===== src/rtl/cpu_pc_arbiter.sv =====
// cpu_pc_arbiter
// Merges PC requests from N_CHANNELS producer ports into one first-word-fall-through
// queue feeding a single CPU/engine consumer. Producers are served round-robin, with
// at most one push per cycle. Each queued entry remembers which channel it came from.
//
// Ports:
//   clk                rising-edge clock
//   rst                synchronous reset, active-high
//   in_pc_valid        per-channel request valid
//   in_pc              per-channel PC, channel i at [i*PC_WIDTH +: PC_WIDTH]
//   in_refer_to_char   per-channel refer_to_char flag
//   in_pc_ready        per-channel accept (at most one bit high)
//   out_pc_valid       queue head valid
//   out_pc             head PC (0 when the queue is empty)
//   out_refer_to_char  head flag (0 when the queue is empty)
//   out_channel        source channel of the head (0 when the queue is empty)
//   out_pc_ready       consumer accept
//   fifo_count         current queue occupancy
//
// Optional build macro:
//   CPU_ARB_CHAR_PRIORITY_EN - when defined, channels raising refer_to_char win
//   arbitration over the others. Round-robin order still applies within whichever
//   group is selected.

module cpu_pc_arbiter #(
    parameter int PC_WIDTH   = 8,
    parameter int N_CHANNELS = 4,
    parameter int FIFO_DEPTH = 4,
    localparam int CH_W  = ($clog2(N_CHANNELS) > 1) ? $clog2(N_CHANNELS) : 1,
    localparam int CNT_W = $clog2(FIFO_DEPTH + 1)
) (
    input  logic                         clk,
    input  logic                         rst,
    input  logic [N_CHANNELS-1:0]        in_pc_valid,
    input  logic [N_CHANNELS*PC_WIDTH-1:0] in_pc,
    input  logic [N_CHANNELS-1:0]        in_refer_to_char,
    output logic [N_CHANNELS-1:0]        in_pc_ready,
    output logic                         out_pc_valid,
    output logic [PC_WIDTH-1:0]          out_pc,
    output logic                         out_refer_to_char,
    output logic [CH_W-1:0]              out_channel,
    input  logic                         out_pc_ready,
    output logic [CNT_W-1:0]             fifo_count
);

    localparam int PTR_W = $clog2(FIFO_DEPTH);

    logic [PTR_W-1:0]      rd_ptr;
    logic [PTR_W-1:0]      wr_ptr;
    logic [CNT_W-1:0]      count;
    logic [CH_W-1:0]       rr_ptr;
    logic [CH_W-1:0]       grant;
    logic [CH_W-1:0]       scan_idx;
    logic                  grant_found;
    logic                  full;
    logic                  push;
    logic                  pop;
    logic [N_CHANNELS-1:0] candidates;
    logic [PC_WIDTH-1:0]   push_pc;
    logic                  push_flag;

    logic [PC_WIDTH-1:0]   mem_pc   [FIFO_DEPTH];
    logic                  mem_flag [FIFO_DEPTH];
    logic [CH_W-1:0]       mem_ch   [FIFO_DEPTH];

    assign full = (count == CNT_W'(FIFO_DEPTH));

    // Channels eligible for the grant this cycle. With character priority enabled,
    // flagged requests take precedence. The full set of valid channels is used only
    // when no valid channel carries the flag.
    always_comb begin
        candidates = in_pc_valid;
`ifdef CPU_ARB_CHAR_PRIORITY_EN
        if ((in_pc_valid & in_refer_to_char) != '0) begin
            candidates = in_pc_valid & in_refer_to_char;
        end
`endif
    end

    // Round-robin search. It starts one past the last channel that was actually
    // pushed and takes the first eligible channel. The grant is recomputed every
    // cycle, so a waiting request can lose its slot to a different channel.
    always_comb begin
        grant       = '0;
        grant_found = 1'b0;
        scan_idx    = '0;
        for (int k = 1; k <= N_CHANNELS; k++) begin
            scan_idx = CH_W'((int'(rr_ptr) + k) % N_CHANNELS);
            if (!grant_found && candidates[scan_idx]) begin
                grant       = scan_idx;
                grant_found = 1'b1;
            end
        end
    end

    // Only the granted channel sees ready. Ready is suppressed while the queue is
    // full, even if the consumer is popping in the same cycle, and during reset.
    always_comb begin
        in_pc_ready = '0;
        for (int i = 0; i < N_CHANNELS; i++) begin
            in_pc_ready[i] = !rst && !full && grant_found &&
                             (grant == CH_W'(i)) && in_pc_valid[i];
        end
    end

    // Select the payload of the granted channel for writing into the queue.
    always_comb begin
        push_pc   = '0;
        push_flag = 1'b0;
        for (int i = 0; i < N_CHANNELS; i++) begin
            if (grant == CH_W'(i)) begin
                push_pc   = in_pc[i*PC_WIDTH +: PC_WIDTH];
                push_flag = in_refer_to_char[i];
            end
        end
    end

    assign push = |in_pc_ready;
    assign pop  = out_pc_valid && out_pc_ready;

    // Queue storage. It is deliberately left out of reset, because the count and
    // pointers alone decide which entries are meaningful.
    always_ff @(posedge clk) begin
        if (push) begin
            mem_pc[wr_ptr]   <= push_pc;
            mem_flag[wr_ptr] <= push_flag;
            mem_ch[wr_ptr]   <= grant;
        end
    end

    // Pointer, occupancy and arbitration state. rr_ptr resets to the last channel so
    // that channel 0 is first in line. It advances only when a push really happens.
    // The depth is a power of two, so the pointers wrap naturally.
    always_ff @(posedge clk) begin
        if (rst) begin
            rd_ptr <= '0;
            wr_ptr <= '0;
            count  <= '0;
            rr_ptr <= CH_W'(N_CHANNELS - 1);
        end else begin
            if (push) begin
                wr_ptr <= wr_ptr + PTR_W'(1);
                rr_ptr <= grant;
            end
            if (pop) begin
                rd_ptr <= rd_ptr + PTR_W'(1);
            end
            unique case ({push, pop})
                2'b10:   count <= count + CNT_W'(1);
                2'b01:   count <= count - CNT_W'(1);
                default: count <= count;
            endcase
        end
    end

    // First-word-fall-through head. The payload outputs are forced to zero whenever
    // the queue holds nothing, so stale storage never leaks out.
    assign out_pc_valid      = (count != '0);
    assign out_pc            = out_pc_valid ? mem_pc[rd_ptr]   : '0;
    assign out_refer_to_char = out_pc_valid ? mem_flag[rd_ptr] : 1'b0;
    assign out_channel       = out_pc_valid ? mem_ch[rd_ptr]   : '0;
    assign fifo_count        = count;

endmodule


===== config.mk =====
export PLATFORM = sky130hd
export DESIGN_NAME = cpu_pc_arbiter
export DESIGN_NICKNAME = d
export VERILOG_FILES = /design/src/rtl/cpu_pc_arbiter.sv
export SDC_FILE = /design/constraint.sdc
export NUM_CORES = 1
export LEC_CHECK = 0
export CORE_MARGIN = 2
export CORE_UTILIZATION = 53
export DETAILED_ROUTE_END_ITERATION = 8
export GPL_ROUTABILITY_DRIVEN = 0
export PLACE_DENSITY = 0.89
export SLEW_MARGIN = 20
export SYNTH_ARGS = -nofsm -noshare
export SYNTH_HDL_FRONTEND = slang
export SYNTH_SLANG_ARGS = --single-unit

===== constraint.sdc =====
create_clock -name clk -period 3.6 [get_ports clk]
set_input_delay 0.54 -clock clk [delete_from_list [all_inputs] [get_ports clk]]
set_output_delay 0.54 -clock clk [all_outputs]
set_load 0.05 [all_outputs]

==> metrics.md, run 1 <==
| Metric | Value |
|---|---|
| Outcome | completed |
| Clk_skew | 5.771 ps |
| Clock-pin slew on the worst setup and hold paths | 80 ps |
| Aggregate negative setup slack | 0 ps |
| Fraction of registers with async set/reset | 0 |
| CP endpoint kind | primary output |
| Most frequent cells after synthesis | sky130_fd_sc_hd__edfxtp_1 (44), sky130_fd_sc_hd__nand2_1 (32), sky130_fd_sc_hd__and2_1 (16) |
| R2R depth | 8 |
| Critical path launch point type | input pin |
| Delay of the slowest cell on the worst path | 560 ps |
| DR pass1 iterations | 4 |
| Worst slew margin relative to its limit | 0.5546 |
| Diodes inserted | 0 |
| Count of flip-flops with a built-in enable after synthesis | 44 |
| Antenna violations before repair | 0 |
| Via count of the first global-routing pass | 1,764 |
| Final routed wire length divided by cell count | 17.71 um |
| Instance area at placement | 0.003196 sq mm |
| Post-Syn Area per Cell | 13.08 sq um |
| Initial core utilization | 0.5491 |
| Clock tree root buffer cell | sky130_fd_sc_hd__clkbuf_8 |
| Buffers from clock root to sink, at most | 2 |
| Hold violation total from the final report | 0 |
| DRC violation count after routing | 0 |
| Inserted Clock Buffers | 5 |
| Main area contributors after synthesis | sky130_fd_sc_hd__edfxtp_1 (51%), sky130_fd_sc_hd__mux4_2 (9.6%), sky130_fd_sc_hd__dfxtp_1 (8.5%), sky130_fd_sc_hd__nand2_1 (4.7%), sky130_fd_sc_hd__and2_1 (3.9%) |
| Row count | 25 |
| Worst setup startpoint | in_pc_valid[3] |
| Power density relative to cell area | 735.1 mW/mm^2 |
| Maximum fanout along the worst path | 21 |
| Layout net count | 306 |
| Total Wirelength | 5525 um |
| Actual slew at the worst max-slew pin | 668.1 ps |
| Sequential element share of the synthesized area | 0.5983 |
| Crit path to | in_pc_ready[3] |
| Skew-Pair Late Insertion Delay | 310 ps |
| Global-route wire length before repair | 8507 um |
| Cell area after layout | 0.003287 sq mm |
| Class of the tightest hold or removal check | flip-flop to flip-flop |
| Top Family by Delay on Critical Path | buffers and inverters |
| Total standard cell area after synthesis | 0.002576 sq mm |
| Gr ovfl total | 0 |
| Die outline height | 73.72 um |
| CTS-repair resized insts | 0 |
| Achievable Freq | 0.3303 GHz |
| Count of final max-slew check failures | 0 |
| Largest net degree at the start of global routing | 25 |
| Dominant cell by count in the synthesized netlist | sky130_fd_sc_hd__edfxtp_1 |
| Mapped Nets | 246 |
| Data required time of the critical path | 3060 ps |
| Total number of clock tree sinks | 55 |
| Port bufs | 61 |
| Most used DFF post-synth | sky130_fd_sc_hd__edfxtp_1 |
| Count of yosys warnings during synthesis | 0 |
| Post-synthesis register bit count | 55 |
| Worst flop-to-flop path startpoint | fifo_count[2] |
| Die extent in x | 73.72 um |
| Tot Pwr | 2.416 mW |
| Post-synth top area share | 0.5129 |
| CTS tree | done |
| Setup repair after global routing missed its margin | false |
| Cell count along the critical path | 8 |
| I/O pin cnt | 62 |
| Final setup violation count | 0 |
| Total number of vias | 1,749 |
| Number of DRC markers in iteration 0 | 90 |
| Netlist cell types | 32 |
| Core Area | 0.004692 sq mm |
| Fraction of final layout cells with drive strength greater than 1 | 0.1202 |
| Total global routing track utilization | 0.2152 |
| Final period demand of the worst path | 3028 ps |
| Final Cycle Share | 0.8410 |
| Hold slack | 501.1 ps |
| Kind of critical path | input pin to primary output |
| Total half-perimeter wirelength after legalization and detailed placement | 3877 um |
| Cell with the most instances on the worst path | sky130_fd_sc_hd__nor2_1 |
| Worst Hold Path Cells | 1 |
| Routed Antenna Nets | 0 |
| Number of cells produced by synthesis | 197 |
| Minimum setup slack among reg-to-reg paths | 1140 ps |
| Layout overhead on the synthesized area | 27.59% |
| WP data arrival | 2490 ps |
| Via-to-Cell Ratio | 5.606 |
| Endpoint of the most critical register-to-register path | fifo_count[2] |
| Number of maximum-capacitance constraint violations | 0 |
| Hold buffer count at cts | 0 |
| H-tree Lvls | 2 |
| Number of buffers inserted by post-CTS setup repair | 0 |
| Crit path buffers/inverters | 3 |
| Die Area | 0.005435 sq mm |
| Leakage power | 1.157 nW |
| Cell type with the largest total area after synthesis | sky130_fd_sc_hd__edfxtp_1 |
| Cell breakdown of the critical path | clkdlybuf4s50_1 > and2b_1 > nor2_1 > a21o_1 > inv_1 > nand2_1 > nor2_1 > buf_4 |
| Worst supply voltage drop on vdd | 511.1 uV |
| Master of the slowest instance on the critical path | sky130_fd_sc_hd__a21o_1 |
kinds of logic after synthesis:
group	count (synthesis)	synth area share
buffers and inverters	18	0.03642
XOR/XNOR	5	0.01700
multiplexers	11	0.09616
flip-flops	55	0.5983
AO/OA/AOI/OAI	31	0.08888
adder cells (fa/ha/maj)	6	0.03205
AND/OR/NAND/NOR	71	0.1311
metal layers:
metal	GRT usage	part of all wire	up-vias
met4	0.07273	0.015	0
met1	0.2546	0.41	834
met5	0	0	-
met3	0.05075	0.061	9
met2	0.3829	0.51	73
li1	-	-	833
metrics by stage:
step / utilization / instances / setup WS [ps]
6_report: 0.7005 / 312 / 572.4
5_1_grt: 0.7005 / 312 / 418.7
4_1_cts: 0.7005 / 312 / 585.1
3_5_place_dp: 0.6811 / 304 / 582.1
3_3_place_gp: 0.6811 / 304 / 699.2
2_1_floorplan: - / 197 / 1049
area by class of cell:
type	instances	area (sq um)
clock buffer	7	86.33
clock inverter	1	5.005
fill	355	1405
inverter	8	30.03
multi-input combinational	124	940.9
sequential	55	1541
tap	54	67.56
timing repair buffer	63	615.6
how the worst min path moves through the flow:
stage	slack, ps	end	start
after floorplan	440	rr_ptr[0]	rr_ptr[0]
after global placement	470	rr_ptr[0]	rr_ptr[0]
after detailed placement	480	rr_ptr[0]	rr_ptr[0]
after CTS	510	rr_ptr[0]	rr_ptr[0]
after global routing	530	rr_ptr[0]	rr_ptr[0]
final	500	rr_ptr[0]	rr_ptr[0]
cells in the final DEF, fill, tap and decap left out, types with 2 or more instances in the layout:
| cell type | count |
|---|---|
| sky130_fd_sc_hd__buf_4 | 6 |
| sky130_fd_sc_hd__xnor2_1 | 2 |
| sky130_fd_sc_hd__a32oi_1 | 9 |
| sky130_fd_sc_hd__clkbuf_8 | 6 |
| sky130_fd_sc_hd__inv_1 | 4 |
| sky130_fd_sc_hd__nand2b_1 | 2 |
| sky130_fd_sc_hd__inv_2 | 4 |
| sky130_fd_sc_hd__nor2_1 | 14 |
| sky130_fd_sc_hd__dfxtp_1 | 11 |
| sky130_fd_sc_hd__a21o_1 | 2 |
| sky130_fd_sc_hd__xor2_1 | 3 |
| sky130_fd_sc_hd__mux4_2 | 11 |
| sky130_fd_sc_hd__or3_1 | 2 |
| sky130_fd_sc_hd__edfxtp_1 | 44 |
| sky130_fd_sc_hd__a21oi_1 | 13 |
| sky130_fd_sc_hd__and2_1 | 16 |
| sky130_fd_sc_hd__o21ai_0 | 2 |
| sky130_fd_sc_hd__clkdlybuf4s50_1 | 57 |
| sky130_fd_sc_hd__ha_1 | 5 |
| sky130_fd_sc_hd__nand2_1 | 32 |
state kept, by name, summed over array words and instances (netlist names), named ones only:
register and count:
mem_pc 32, fifo_count 3, rd_ptr 2, rr_ptr 2, mem_flag 4, mem_ch 8
wr_ptr 2
report_power, final:
part           internal, mW  switching, mW  leakage, nW
logic                 0.457          0.746        0.615
registers             0.820         0.0533        0.494
clock network         0.155          0.184       0.0482
Note: power is estimated with default switching activity, not from simulation.
==> run 2, diff against run 1 <==
Settings changed: CORE_UTILIZATION 53 to 49, PLACE_DENSITY 0.89 to 0.83.
Clock period 3.6 ns to 3.1 ns, I/O delays scaled along.
==> metrics.md, run 2 (same netlist as run 1, synthesis figures left out) <==
| Metric | Value |
|---|---|
| GR Layer Usage met3 | 0.05095 (+0.0001934) |
| Maximum fanout along the worst path | 11 (-48%) |
| Number of maximum-capacitance constraint violations | 0 (unchanged) |
| Die Area | 0.005854 sq mm (+7.7%) |
| H-tree Lvls | 2 (unchanged) |
| Total number of vias | 1,738 (-0.63%) |
| I/O pin cnt | 62 (unchanged) |
| GRT busiest layer | met2 |
| Buffers from clock root to sink, at most | 2 (unchanged) |
| Count of final max-slew check failures | 0 (unchanged) |
| Hold buffer count at cts | 0 (unchanged) |
| Global routing met1 resource utilization | 0.2342 (-0.02045) |
| Clock tree root buffer cell | sky130_fd_sc_hd__clkbuf_8 |
| Hold violation total from the final report | 0 (unchanged) |
| Aggregate negative setup slack | 0 ps (unchanged) |
| Number of DRC markers in iteration 0 | 146 (+62%) |
| Delay of the slowest cell on the worst path | 700 ps (+140 ps) |
| Final worst slack | 346.6 ps (-225.8 ps) |
| Power density relative to cell area | 856.6 mW/mm^2 (+17%) |
| Layout net count | 308 (+0.65%) |
| Worst slew margin relative to its limit | 0.5933 (+0.03865) |
| Largest net degree at the start of global routing | 23 (-8.0%) |
| Cell area after layout | 0.003406 sq mm (+3.6%) |
| Clock-pin slew on the worst setup and hold paths | 90 ps (about the same) |
| Commonest cells after routing, fill and taps aside | sky130_fd_sc_hd__clkdlybuf4s50_1 (57), sky130_fd_sc_hd__edfxtp_1 (44), sky130_fd_sc_hd__nand2_1 (32) |
| Utilization after layout | 0.6711 (-0.02943) |
| Top Family by Delay on Critical Path | buffers and inverters |
| Die outline height | 76.51 um (+3.8%) |
| Cell breakdown of the critical path | buf_4 > mux4_2 > and2_1 > clkdlybuf4s50_1 |
| Total half-perimeter wirelength after legalization and detailed placement | 3847 um (-0.77%) |
| Met2 capacity usage during global routing | 0.3531 (-0.02984) |
| Clk_skew | 4.585 ps (-1.186 ps) |
| Final period demand of the worst path | 2753 ps |
| WP data arrival | 2290 ps (-200 ps) |
| Diodes inserted | 0 (unchanged) |
| DR pass1 iterations | 4 (unchanged) |
| Skew-Pair Late Insertion Delay | 310 ps (about the same) |
| Total number of clock tree sinks | 55 (unchanged) |
| Row count | 26 (+4.0%) |
| Instance area at placement | 0.003281 sq mm (+2.7%) |
| Number of inserted filler cells in the final layout | 390 (+9.9%) |
| CTS tree | done |
| Kind of critical path | flip-flop to primary output |
| CP endpoint kind | primary output |
| Most flops, register | mem_pc |
| Via-to-Cell Ratio | 5.267 (-6.0%) |
| Commonest non-fill, non-tap cell in the layout | sky130_fd_sc_hd__clkdlybuf4s50_1 |
| Layout overhead on the synthesized area | 32.20% |
| Core Area | 0.005075 sq mm (+8.2%) |
| Final Cycle Share | 0.8882 |
| Actual slew at the worst max-slew pin | 610.1 ps (-57.97 ps) |
| Die extent in x | 76.51 um (+3.8%) |
| CTS-repair resized insts | 0 (unchanged) |
| Class of the tightest hold or removal check | flip-flop to flip-flop |
| Initial core utilization | 0.5076 (-0.04142) |
| Routed Antenna Nets | 0 (unchanged) |
| Setup repair after global routing missed its margin | false |
| Antenna violations before repair | 0 (unchanged) |
| Total global routing track utilization | 0.1976 (-0.01760) |
| Tot Pwr | 2.917 mW (+21%) |
| Critical path launch point type | flip-flop |
| Number of flip-flops in the largest register | 32 (unchanged) |
| Inserted Clock Buffers | 5 (unchanged) |
| Outcome | completed |
| Leakage power | 1.196 nW (+3.3%) |
| Global-route wire length before repair | 8825 um (+3.7%) |
| Master of the slowest instance on the critical path | sky130_fd_sc_hd__clkdlybuf4s50_1 |
| Gr ovfl total | 0 (unchanged) |
| Total Wirelength | 5319 um (-3.7%) |
| Achievable Freq | 0.3632 GHz |
| Worst slack at placement | 403.0 ps (-179.1 ps) |
| Data required time of the critical path | 2630 ps (-430 ps) |
| Number of buffers inserted by post-CTS setup repair | 0 (unchanged) |
| Final routed wire length divided by cell count | 16.12 um (-9.0%) |
| Crit path buffers/inverters | 2 (-1) |
| Fraction of final layout cells with drive strength greater than 1 | 0.1308 (+0.01061) |
| Via count of the first global-routing pass | 1,857 (+5.3%) |
| Port bufs | 61 (unchanged) |
| DRC violation count after routing | 0 (unchanged) |
| Final setup violation count | 0 (unchanged) |
| Largest regs | mem_pc x32, mem_ch x8, mem_flag x4 |
| Worst supply voltage drop on vdd | 737.2 uV (+44%) |
run 2: cell types whose count changed in the layout (fill, tap and decap cells not counted):
cell	change
sky130_fd_sc_hd__clkbuf_1	-1
sky130_fd_sc_hd__clkbuf_8	-1
sky130_fd_sc_hd__inv_4	+1
sky130_fd_sc_hd__buf_12	+4
sky130_fd_sc_hd__clkbuf_16	+2
sky130_fd_sc_hd__buf_4	-2
sky130_fd_sc_hd__clkinv_2	-1
run 2: metal layers:
layer,wire length (um),vias to the layer above
li1,-,840
met1,2227,819
met2,2678,73
met3,348,6
met4,64,0
met5,0,-
run 2: cell type report:
cell class	instances	area [sq um]	area share
flip-flops and latches	55	1541	0.4526
multi-input cells	124	940.9	0.2763
repair buffers	65	680.7	0.1999
clock buffers	7	118.9	0.03490
well taps	70	87.58	0.02572
inverters	8	30.03	0.008817
clock inverters	1	6.256	0.001837
run 2: through the flow:
step,hold slack [ps],std cells
floorplan,441.9,197
global placement,489.1,322
detailed placement,490.4,322
CTS,518.4,330
global route,538.6,330
finish,510.7,330
run 2: worst paths after layout:
kind                 startpoint            end  slack (ps)  cells past startpoint
setup / recovery      flip-flop      out_pc[2]         350                      4
hold / removal        wr_ptr[1]      wr_ptr[1]         510                      2
setup reg to reg  fifo_count[2]  fifo_count[2]         710                      8
hold reg to reg       wr_ptr[1]      wr_ptr[1]         510                      2
run 2: worst register-to-register path, delay by kind of cell, from the launching register on:
family,cells,cell delay [ps]
AOI/OAI and AO/OA,1,130
buffers and inverters,1,60
adders and majority gates,2,570
and+or+nand+nor,3,980
xor gates and xnor gates,1,160
DFF,1,440
run 2: power breakdown:
group	internal (mW)	total (mW)	leakage [nW]	switching, mW
Combinational	0.550	1.42	0.637	0.872
Sequential	0.952	1.01	0.494	0.0622
Clock	0.258	0.481	0.0651	0.223
==> run 3, diff against run 2 <==
Settings changed: CORE_UTILIZATION 49 to 55, CTS_BUF_LIST set to sky130_fd_sc_hd__clkbuf_8, PLACE_DENSITY 0.83 to 0.91.
Clock period 3.1 ns to 3.2 ns, I/O delays scaled along.
==> metrics.md, run 3 (same netlist as run 1, synthesis figures left out) <==
| Metric | Value |
|---|---|
| Outcome | completed |
| Hold violation total from the final report | 0 (unchanged) |
| Gr ovfl total | 0 (unchanged) |
| Achievable Freq | 0.3580 GHz |
| WP data arrival | 2310 ps (+20 ps) |
| Diodes inserted | 0 (unchanged) |
| Cell total after placement | 303 (-5.9%) |
| Initial core utilization | 0.5797 (+0.07203) |
| Number of flip-flops in the largest register | 32 (unchanged) |
| Core Area | 0.004444 sq mm (-12%) |
| Maximum fanout along the worst path | 24 (+13) |
| Fraction of final layout cells with drive strength greater than 1 | 0.1274 (-0.003356) |
| Cell area after layout | 0.003363 sq mm (-1.2%) |
| Total global routing track utilization | 0.2129 (+0.01524) |
| Via-to-Cell Ratio | 5.666 (+7.6%) |
| Most flops, register | mem_pc |
| CP endpoint kind | primary output |
| Number of DRC markers in iteration 0 | 71 (-51%) |
| Worst supply voltage drop on vdd | 679.6 uV (-7.8%) |
| Class of the tightest hold or removal check | flip-flop to flip-flop |
| DRC violation count after routing | 0 (unchanged) |
| Clock tree root buffer cell | sky130_fd_sc_hd__clkbuf_8 |
| Routed Antenna Nets | 0 (unchanged) |
| Die outline height | 72.44 um (-5.3%) |
| Critical path launch point type | input pin |
| I/O pin cnt | 62 (unchanged) |
| CTS tree | done |
| Layout net count | 307 (-0.32%) |
| Data required time of the critical path | 2720 ps (+90 ps) |
| CTS-repair resized insts | 0 (unchanged) |
| Global-route wire length before repair | 8259 um (-6.4%) |
| Commonest non-fill, non-tap cell in the layout | sky130_fd_sc_hd__clkdlybuf4s50_1 |
| Actual slew at the worst max-slew pin | 589.5 ps (-20.60 ps) |
| Total half-perimeter wirelength after legalization and detailed placement | 3772 um (-1.9%) |
| Largest net degree at the start of global routing | 25 (+8.7%) |
| Post-Layout Cell Count | 311 (-5.8%) |
| Total number of vias | 1,762 (+1.4%) |
| Port bufs | 61 (unchanged) |
| Leakage power | 1.184 nW (-0.99%) |
| Aggregate negative setup slack | 0 ps (unchanged) |
| Antenna violations before repair | 0 (unchanged) |
| Number of buffers inserted by post-CTS setup repair | 0 (unchanged) |
| DR pass1 iterations | 4 (unchanged) |
| Commonest cells after routing, fill and taps aside | sky130_fd_sc_hd__clkdlybuf4s50_1 (57), sky130_fd_sc_hd__edfxtp_1 (44), sky130_fd_sc_hd__nand2_1 (32) |
| Skew-Pair Late Insertion Delay | 310 ps (about the same) |
| Instance area at placement | 0.003251 sq mm (-0.92%) |
| Layout overhead on the synthesized area | 30.55% |
| Total number of clock tree sinks | 55 (unchanged) |
| Count of final max-slew check failures | 0 (unchanged) |
| Utilization after layout | 0.7568 (+0.08565) |
| Tot Pwr | 2.799 mW (-4.1%) |
| Final setup violation count | 0 (unchanged) |
| Die extent in x | 72.44 um (-5.3%) |
| Die Area | 0.005248 sq mm (-10%) |
| Final period demand of the worst path | 2793 ps |
| Worst slew margin relative to its limit | 0.6070 (+0.01373) |
| Final Cycle Share | 0.8728 |
| Total Wirelength | 5297 um (-0.41%) |
| Inserted Clock Buffers | 5 (unchanged) |
| Via count of the first global-routing pass | 1,723 (-7.2%) |
| Clk_skew | 5.654 ps (+1.069 ps) |
| Number of maximum-capacitance constraint violations | 0 (unchanged) |
| Final routed wire length divided by cell count | 17.03 um (+5.7%) |
| H-tree Lvls | 2 (unchanged) |
| Largest regs | mem_pc x32, mem_ch x8, mem_flag x4 |
| Kind of critical path | input pin to primary output |
| Buffers from clock root to sink, at most | 2 (unchanged) |
| Row count | 24 (-7.7%) |
| Power density relative to cell area | 832.2 mW/mm^2 (-2.8%) |
| Clock-pin slew on the worst setup and hold paths | 90 ps (about the same) |
| Setup repair after global routing missed its margin | false |
| Hold buffer count at cts | 0 (unchanged) |
## run 3: final cells by class
cell class	instances	area (sq um)
Multi-Input combinational cell	124	940.9
Clock buffer	5	68.82
Tap cell	52	65.06
Fill cell	288	1081
Timing Repair Buffer	64	673.1
Clock inverter	3	43.79
Sequential cell	55	1541
Inverter	8	30.03
## run 3: worst paths after layout
check	startpoint	end	slack, ps	cells after the start
worst max-delay path	in_pc_valid[2]	in_pc_ready[1]	410	7
worst max register to register	fifo_count[2]	fifo_count[2]	750	8
worst min register to register	wr_ptr[1]	wr_ptr[1]	520	2
worst min-delay path	wr_ptr[1]	wr_ptr[1]	520	2
## run 3: worst max-delay path, stage by stage
cell and delay [ps]:
sky130_fd_sc_hd__clkdlybuf4s50_1 460, sky130_fd_sc_hd__nand2b_1 170, sky130_fd_sc_hd__a21o_1 180, sky130_fd_sc_hd__and3_4 260, sky130_fd_sc_hd__inv_2 330, sky130_fd_sc_hd__and3_1 280
sky130_fd_sc_hd__buf_12 150
## run 3: metal layers
metal  track usage  up-vias  wire length, um
met5             0        -                0
met4       0.06173        0               44
met3       0.05556        7              361
met2        0.3914       73             2742
met1        0.2438      846             2149
li1              -      836                -
## run 3: where the power goes
group          leakage (nW)  switching [mW]  internal [mW]
clock                0.0581           0.216          0.233
combinational         0.632           0.835          0.531
sequential            0.494          0.0614          0.922
total                  1.18            1.11           1.69
## run 3: stage by stage
step	setup slack, ps	hold WS, ps
3_5_place_dp	407.0	490.9
3_3_place_gp	493.7	481.3
2_1_floorplan	709.0	441.9
4_1_cts	401.5	520.6
6_report	407.0	519.8
5_1_grt	249.9	531.2
